$ cat src/rtl/inst_fetch_if.sv
// Instruction-bus (sram-like) handshake between the fetch unit and the instruction memory.
// One request per address; addr_ok accepts it, data_ok returns the word.
interface inst_fetch_if #(
  parameter int ADDR_W = 32,
  parameter int DATA_W = 32
);
  logic              inst_req;
  logic [ADDR_W-1:0] inst_addr;
  logic              inst_addr_ok;
  logic              inst_data_ok;
  logic [DATA_W-1:0] inst_rdata;

  modport master (
    output inst_req,
    output inst_addr,
    input  inst_addr_ok,
    input  inst_data_ok,
    input  inst_rdata
  );

  modport slave (
    input  inst_req,
    input  inst_addr,
    output inst_addr_ok,
    output inst_data_ok,
    output inst_rdata
  );
endinterface

$ cat src/rtl/inst_fetch.sv
// Instruction-fetch front end: one bus read per PC, buffers the word, hands {pc, inst} to ID
// and stalls the PC generator until delivery; responses in flight during a redirect are dropped.
module inst_fetch #(
  parameter int ADDR_W = 32,
  parameter int DATA_W = 32
) (
  input  logic              clk,
  input  logic              reset,
  input  logic [ADDR_W-1:0] pc,
  input  logic              flush,
  output logic              fetch_stall,
  inst_fetch_if.master      bus,
  output logic              if_valid,
  output logic [ADDR_W-1:0] if_pc,
  output logic [DATA_W-1:0] if_inst,
  output logic              if_adel,
  input  logic              id_allowin
);

  typedef enum logic [1:0] {
    IDLE  = 2'd0,
    REQ   = 2'd1,
    WAIT  = 2'd2,
    VALID = 2'd3
  } state_t;

  state_t            state;
  logic              held;
  logic              cancel;
  logic              adel_r;
  logic [ADDR_W-1:0] req_addr;
  logic [DATA_W-1:0] buf_inst;

  logic pc_aligned;
  logic bypass;
  logic handshake;
  logic buf_load;

  always_comb begin
    // NOTE: every output of this block gets a default first so no path leaves it unassigned (no latch).
    pc_aligned    = (pc[1:0] == 2'b00);
    bus.inst_req  = 1'b0;
    bus.inst_addr = '0;
    if (state == REQ) begin
      bus.inst_req  = held | pc_aligned;
      bus.inst_addr = held ? req_addr : pc;
    end

    // Returning word goes straight to ID unless it belongs to a cancelled fetch.
    bypass   = (state == WAIT) && bus.inst_data_ok && !cancel && !flush;
    if_valid = bypass || ((state == VALID) && !flush);

    if_inst = '0;
    if (bypass) begin
      if_inst = bus.inst_rdata;
    end else if ((state == VALID) && !adel_r) begin
      if_inst = buf_inst;
    end

    if_pc       = ((state == WAIT) || (state == VALID)) ? pc : '0;
    if_adel     = (state == VALID) && adel_r;
    handshake   = if_valid && id_allowin;
    fetch_stall = !handshake;
    buf_load    = bypass && !id_allowin;
  end

  always_ff @(posedge clk or posedge reset) begin
    if (reset) begin
      // NOTE: sequential state uses non-blocking assignments so every register samples pre-edge values.
      state    <= IDLE;
      held     <= 1'b0;
      cancel   <= 1'b0;
      adel_r   <= 1'b0;
      req_addr <= '0;
    end else begin
      case (state)
        IDLE: state <= REQ;

        REQ: begin
          if (bus.inst_req && bus.inst_addr_ok) begin
            state  <= WAIT;
            held   <= 1'b0;
            cancel <= cancel | flush;
          end else if (flush) begin
            // An issued request may not be withdrawn: freeze its address and mark it stale.
            if (bus.inst_req) begin
              req_addr <= bus.inst_addr;
              held     <= 1'b1;
              cancel   <= 1'b1;
            end
          end else if (!held && !pc_aligned) begin
            state  <= VALID;
            adel_r <= 1'b1;
          end
        end

        WAIT: begin
          if (bus.inst_data_ok) begin
            cancel <= 1'b0;
            if (cancel || flush || id_allowin) begin
              state <= REQ;
            end else begin
              state <= VALID;
            end
          end else if (flush) begin
            cancel <= 1'b1;
          end
        end

        VALID: begin
          if (flush || handshake) begin
            state  <= REQ;
            adel_r <= 1'b0;
          end
        end

        default: state <= IDLE;
      endcase
    end
  end

  // NOTE: the instruction buffer is datapath only and is not reset; it is read solely in VALID after a load.
  always_ff @(posedge clk) begin
    if (buf_load) begin
      buf_inst <= bus.inst_rdata;
    end
  end

endmodule

$ cat src/flat_wrapper.sv
// flat-port wrapper written by rule: the top's interface ports become plain ports
module inst_fetch_flat 
#(
  parameter int ADDR_W = 32,
  parameter int DATA_W = 32
)
  (clk, reset, pc, flush, fetch_stall, if_valid, if_pc, if_inst, if_adel, id_allowin, bus_inst_req, bus_inst_addr, bus_inst_addr_ok, bus_inst_data_ok, bus_inst_rdata);
  inst_fetch_if #(.ADDR_W(ADDR_W), .DATA_W(DATA_W)) bus_i ();
  input  logic clk;
  input  logic reset;
  input  logic [ADDR_W-1:0] pc;
  input  logic flush;
  output logic fetch_stall;
  output logic if_valid;
  output logic [ADDR_W-1:0] if_pc;
  output logic [DATA_W-1:0] if_inst;
  output logic if_adel;
  input  logic id_allowin;
  output wire logic [$bits(bus_i.inst_req)-1:0] bus_inst_req;
  output wire logic [$bits(bus_i.inst_addr)-1:0] bus_inst_addr;
  input wire logic [$bits(bus_i.inst_addr_ok)-1:0] bus_inst_addr_ok;
  input wire logic [$bits(bus_i.inst_data_ok)-1:0] bus_inst_data_ok;
  input wire logic [$bits(bus_i.inst_rdata)-1:0] bus_inst_rdata;
  assign bus_inst_req = bus_i.inst_req;
  assign bus_inst_addr = bus_i.inst_addr;
  assign bus_i.inst_addr_ok = bus_inst_addr_ok;
  assign bus_i.inst_data_ok = bus_inst_data_ok;
  assign bus_i.inst_rdata = bus_inst_rdata;
  inst_fetch #(.ADDR_W(ADDR_W), .DATA_W(DATA_W)) u_core (.clk(clk), .reset(reset), .pc(pc), .flush(flush), .fetch_stall(fetch_stall), .bus(bus_i), .if_valid(if_valid), .if_pc(if_pc), .if_inst(if_inst), .if_adel(if_adel), .id_allowin(id_allowin));
endmodule
$ cat config.mk
export PLATFORM = sky130hd
export DESIGN_NAME = inst_fetch_flat
export DESIGN_NICKNAME = d
export VERILOG_FILES = /design/src/rtl/inst_fetch_if.sv /design/src/rtl/inst_fetch.sv /design/src/flat_wrapper.sv
export SDC_FILE = /design/constraint.sdc
export NUM_CORES = 1
export LEC_CHECK = 0
export ABC_CLOCK_PERIOD_IN_PS = 11400
export BUFFER_PORTS_ARGS = -buffer_cell sky130_fd_sc_hd__buf_4
export CORE_MARGIN = 1
export CORE_UTILIZATION = 40
export CTS_CLUSTER_SIZE = 8
export DETAILED_ROUTE_END_ITERATION = 6
export GPL_TIMING_DRIVEN = 0
export PLACE_DENSITY = 0.72
export REMOVE_ABC_BUFFERS = 1
export SYNTH_ARGS = -nofsm -noshare
export SYNTH_HDL_FRONTEND = slang
export SYNTH_SLANG_ARGS = --single-unit
$ cat constraint.sdc
create_clock -name clk -period 11.4 [get_ports clk]
set_input_delay 1.71 -clock clk [delete_from_list [all_inputs] [get_ports clk]]
set_output_delay 1.71 -clock clk [all_outputs]
set_load 0.1 [all_outputs]
* Yosys cells after proc, flatten, opt, wreduce, memory -nomap -nowiden
Cells that the tools add are included.
Operators by class: add/subtract/negate cells 0, multiply operators 0, div/mod/pow operators 0, magnitude comparators 0, equal/unequal tests 13, shift operators 0, multiplexer cells 25, bitwise logic cells 3, reductions and logical operators 33
Operator list (number):
- 32-bit 2-to-1 mux | 5
- 2-bit 2-to-1 mux | 6
- 3-bit inequality test (second input constant) | 4
- 4-bit AND reduction | 3
- 1-bit 2-to-1 mux | 11
- 1-bit logical AND | 10
- 2-bit inequality test (second input constant) | 5
- 2-bit one-hot mux with 4 select lines | 1
- 2-bit nonzero test | 4
- 1-bit logical NOT | 7
- 1-bit logical OR | 5
- 5-bit AND reduction | 1
- 2-bit equality test (second input constant) | 2
- 2-bit logical NOT | 2
- 1-bit one-hot mux with 2 select lines | 2
- 3-bit by 2-bit inequality test with 1-bit output (second input constant) | 1
- 3-bit AND reduction | 1
- 2-bit by 1-bit equality test with 1-bit output (second input constant) | 1
- 1-bit bitwise OR | 2
- 1-bit inverter | 1
Storage, ports and cells: register bits after elaboration 69, bits in latches 0, memory bits (writable) 0, bits in read-only memories 0, output and inout bits 100, word-level logic and storage cells 80, memories kept 0

* Depth between registers and ports, before layout
depth after elaboration 9, gate-level depth with buffers 8, mapped depth without buffers 6

* Worst setup path before layout
No wires, ideal clock.
kind in2out, start point input bus_inst_data_ok, end point output if_inst[23], arrival time 4.304 ns, setup slack 5.386 ns, cell stages on the path 5, buffers on the path 2, cell sequence nand2_1 nor3_1 buf_2 clkbuf_1 o21ai_0
On the way: longest elaborated chain between the ends 4
Ends and longest elaborated chain:
- from (decl) | line flat_wrapper.sv:22 | input wire logic [$bits(bus_i.inst_data_ok)-1:0] bus_inst_data_ok;
- 1-bit logical AND (3 in series) | line inst_fetch.sv:50 | bypass = (state == WAIT) && bus.inst_data_ok && !cancel && !flush;
- 32-bit 2-to-1 mux | line inst_fetch.sv:54 | if (bypass) begin
- to (decl) | line flat_wrapper.sv:16 | output logic [DATA_W-1:0] if_inst;
Every way passes these cells.

* Worst setup path in the final report
start point input flush, end point output if_inst[20]
On the way: longest elaborated chain between the ends 3
Ends and longest elaborated chain:
- from (decl) | line flat_wrapper.sv:12 | input logic flush;
- 1-bit logical NOT | line inst_fetch.sv:50
- 1-bit logical AND | line inst_fetch.sv:50
- 32-bit 2-to-1 mux | line inst_fetch.sv:54
Every way passes these cells.

==> impl_metrics.toml <==
[status]
status = "completed"

[worst_setup_path]
crit_fanout = 20
r2r_cells = 5
rrSetupSlack_ns = 8.80
endpoint = "if_inst[20]"
start_kind = "input pin"
max_stage_delay_ns = 0.38
cp.arrival_ns = 3.18
worst_setup_path_end_kind = "primary output"
critical_path.most_common_cell = "buf_4"
r2r_start = "u_core.state[1]"
crit_chain = "buf_4 -> nor3_2 -> buf_6 -> buf_8 -> nand2_1 -> o21ai_0 -> buf_4"
reg2reg_to = "u_core.req_addr[20]"
crit_path_start = "flush"
slowest_stage = "nor3_2"
required_ns = 9.69
critical_path_class = "input pin to primary output"

[global_routing]
grt_pass1_vias = 3075
gr-total-overflow = 0
grt_max_degree = 45
antenna_found_initial = 0
grt_pass1_wl_um = 14900
grt_usage_pct = 19.0

[timing]
setup_viol = 0
max_freq_ghz = 0.205
fin_crit_sh_pct = 42.9
holdWs_ns = 0.515
rsz0062_at_grt = "false"
finalCriticalPeriod_ns = 4.89
drv_slew = 0
fin_skew_ns = 0.00747
worst_pin_slew_ns = 0.795
final_hold_viol_count = 0
fin_tns_setup_ns = 0
max_slew_margin_pct = 46.9

[cts]
cts_hold_buf = 0
cts_setup_buffers = 0
cts_buffers = 9
cts_tree = "done"
root_buffer = "clkbuf_8"
insertion_delay_ns = 0.33
path_clk_slew_ns = 0.07
cts_sinks = 69
cts.htree.levels = 3
ctsResizeCount = 0
clock_path_buffers = 2

[route]
vias = 3229
viasPerCell = 4.86
wl_per_cell_um = 14.4
drc = 0
wl_um = 9560
drt_iter0_markers = 98
drt-pass1-iter-count = 4
ant_nets = 0

[power_and_ir_drop]
peakVddDrop_mv = 0.259
p_seq_share_pct = 22.1
internal-power_mw = 0.727
power_density_mw_per_mm2 = 291
p_switching_mw = 0.903
p_leak_nw = 2.53
clkPwrFrac_pct = 13.2
p_sw_share_pct = 55.4
p_comb_share_pct = 64.7

[floorplanning]
start_util_pct = 42.0
die_x_um = 101
std_cell_rows = 35
die_h_um = 101
core_mm2 = 0.00937
die-area_mm2 = 0.0102
pin_count = 170

[layout]
nets = 604
final_cells = 665
drive_gt1_share_pct = 44.4
syn2layout_area_growth_pct = 42.3
fillers = 816
postLayoutCellArea_mm2 = 0.00560
num_antenna_cells = 0
final_core_util_pct = 59.8

[min_path]
hold_class = "flip-flop to flip-flop"
holdPathStages = 1
min_from = "u_core.req_addr[20]"

[synth]
synth_area_mm2 = 0.00394
synth_top_cell_area_share_pct = 24.4
ys_seq_area_share_pct = 47.9
async_flop_share_pct = 53.6
synth_cell_types = 32
synth_warnings = 0
yosys_most_used_dff = "dfrtp_1"
synth_top_area_cell = "edfxtp_1"
syn_inst = 367
synthTopCellsByArea = "edfxtp_1 24%, dfrtp_1 24%, mux2_4 11%"
synth_edf_count = 32
avgSynthCellArea_um2 = 10.7
synth_seq_cells = 69

[placed_design]
place_area_mm2 = 0.00538
place.gp.congestion = 0.735
dp_hpwl_um = 7050
numPlacedInstances = 649
numPortBuffers = 169

[flow_run]
cap_violations = 0
## how the worst min path moves through the flow
stage | slack (ns) | end
2_1_floorplan | 0.48 | u_core.req_addr[10]
3_3_place_gp | 0.49 | u_core.req_addr[0]
3_5_place_dp | 0.50 | u_core.req_addr[15]
4_1_cts | 0.51 | u_core.req_addr[20]
5_1_grt | 0.53 | u_core.req_addr[20]
6_report | 0.52 | u_core.req_addr[20]
## synthesized netlist by cell type (all sizes together) (2+ instances only)
cell     instances
a21oi            4
dfrtp           37
edfxtp          32
nand2           70
o21ai           35
and2             2
nor2             2
nor3b            2
a31oi            2
clkbuf          14
nor2b           65
ha               3
nand2b           3
mux2i           33
buf             12
o2bb2ai          3
nor3             2
inv              4
mux2            32
a21o             2
## cell usage in the layout (no fill, tap or decap), drive strengths merged, types with 2 or more instances in the layout
cell      synthesis  final
clkinvlp          0      2
nor2              2      2
a21oi             4      4
inv               4      4
nand2b            3      3
clkinv            0      3
mux2i            33     33
buf              12    179
and2              2      2
mux2             32     32
dfrtp            37     37
nor3              2      2
nand2            70     70
a31oi             2      2
a21o              2      2
clkbuf           14      9
o2bb2ai           3      3
edfxtp           32     32
nor3b             2      2
bufinv            0      2
nor2b            65     65
ha                3      3
o21ai            35     35
## worst max-delay path, delay by kind of cell
family                 cells  cell delay (ns)
buffers and inverters      4             0.92
AO/OA/AOI/OAI              1             0.10
AND/OR/NAND/NOR            2             0.44
## metrics by stage
| stage | worst slack [ns] | power, mW |
|---|---|---|
| floorplan | 2.66 | 1.21 |
| global placement | 3.04 | 1.40 |
| detailed placement | 6.47 | 1.42 |
| CTS | 6.47 | 1.64 |
| global route | 6.33 | 1.70 |
| finish | 6.51 | 1.63 |
## layout make-up
class                   count  area [um2]  share of cell area (%)
multi-input cells         268        1920                    34.3
flip-flops and latches     69        1890                    33.7
repair buffers            179        1400                    25.0
well taps                 129         161                    2.88
clock buffers               9         124                    2.21
clock inverters             7        90.1                    1.61
inverters                   4        15.0                   0.268
## metal layers
| layer | global-route usage, % | vias to the layer above | routed length (um) |
|---|---|---|---|
| met3 | 5.45 | 10 | 828 |
| met4 | 5.35 | 0 | 78 |
| met1 | 23.1 | 1504 | 4170 |
| met2 | 32.8 | 140 | 4490 |
| li1 | - | 1575 | - |
| met5 | 0 | - | 0 |
## registers in the layout, indices dropped and copies added, names as in the netlist
name             count
u_core.cancel        1
u_core.req_addr     32
u_core.adel_r        1
u_core.held          1
u_core.state         2
u_core.buf_inst     32
## power groups by stage
| stage | clock network (mW) | registers, mW | logic, mW |
|---|---|---|---|
| 2_1_floorplan | 0 | 0.362 | 0.845 |
| 3_3_place_gp | 0 | 0.374 | 1.02 |
| 3_5_place_dp | 0 | 0.361 | 1.06 |
| 4_1_cts | 0.222 | 0.359 | 1.06 |
| 5_1_grt | 0.231 | 0.367 | 1.10 |
| 6_report | 0.215 | 0.360 | 1.06 |
## cell families (layout without fill, tap and decap cells)
group / count (synthesis) / after routing / synth area share (%)
mux: 65 / 65 / 20.3
flops: 69 / 69 / 47.9
fa+ha+maj: 3 / 3 / 0.954
compound gates: 50 / 50 / 7.28
simple gates: 150 / 150 / 19.7
buf+inv: 30 / 199 / 3.78
No activity file was read; power rests on OpenSTA's default activity.
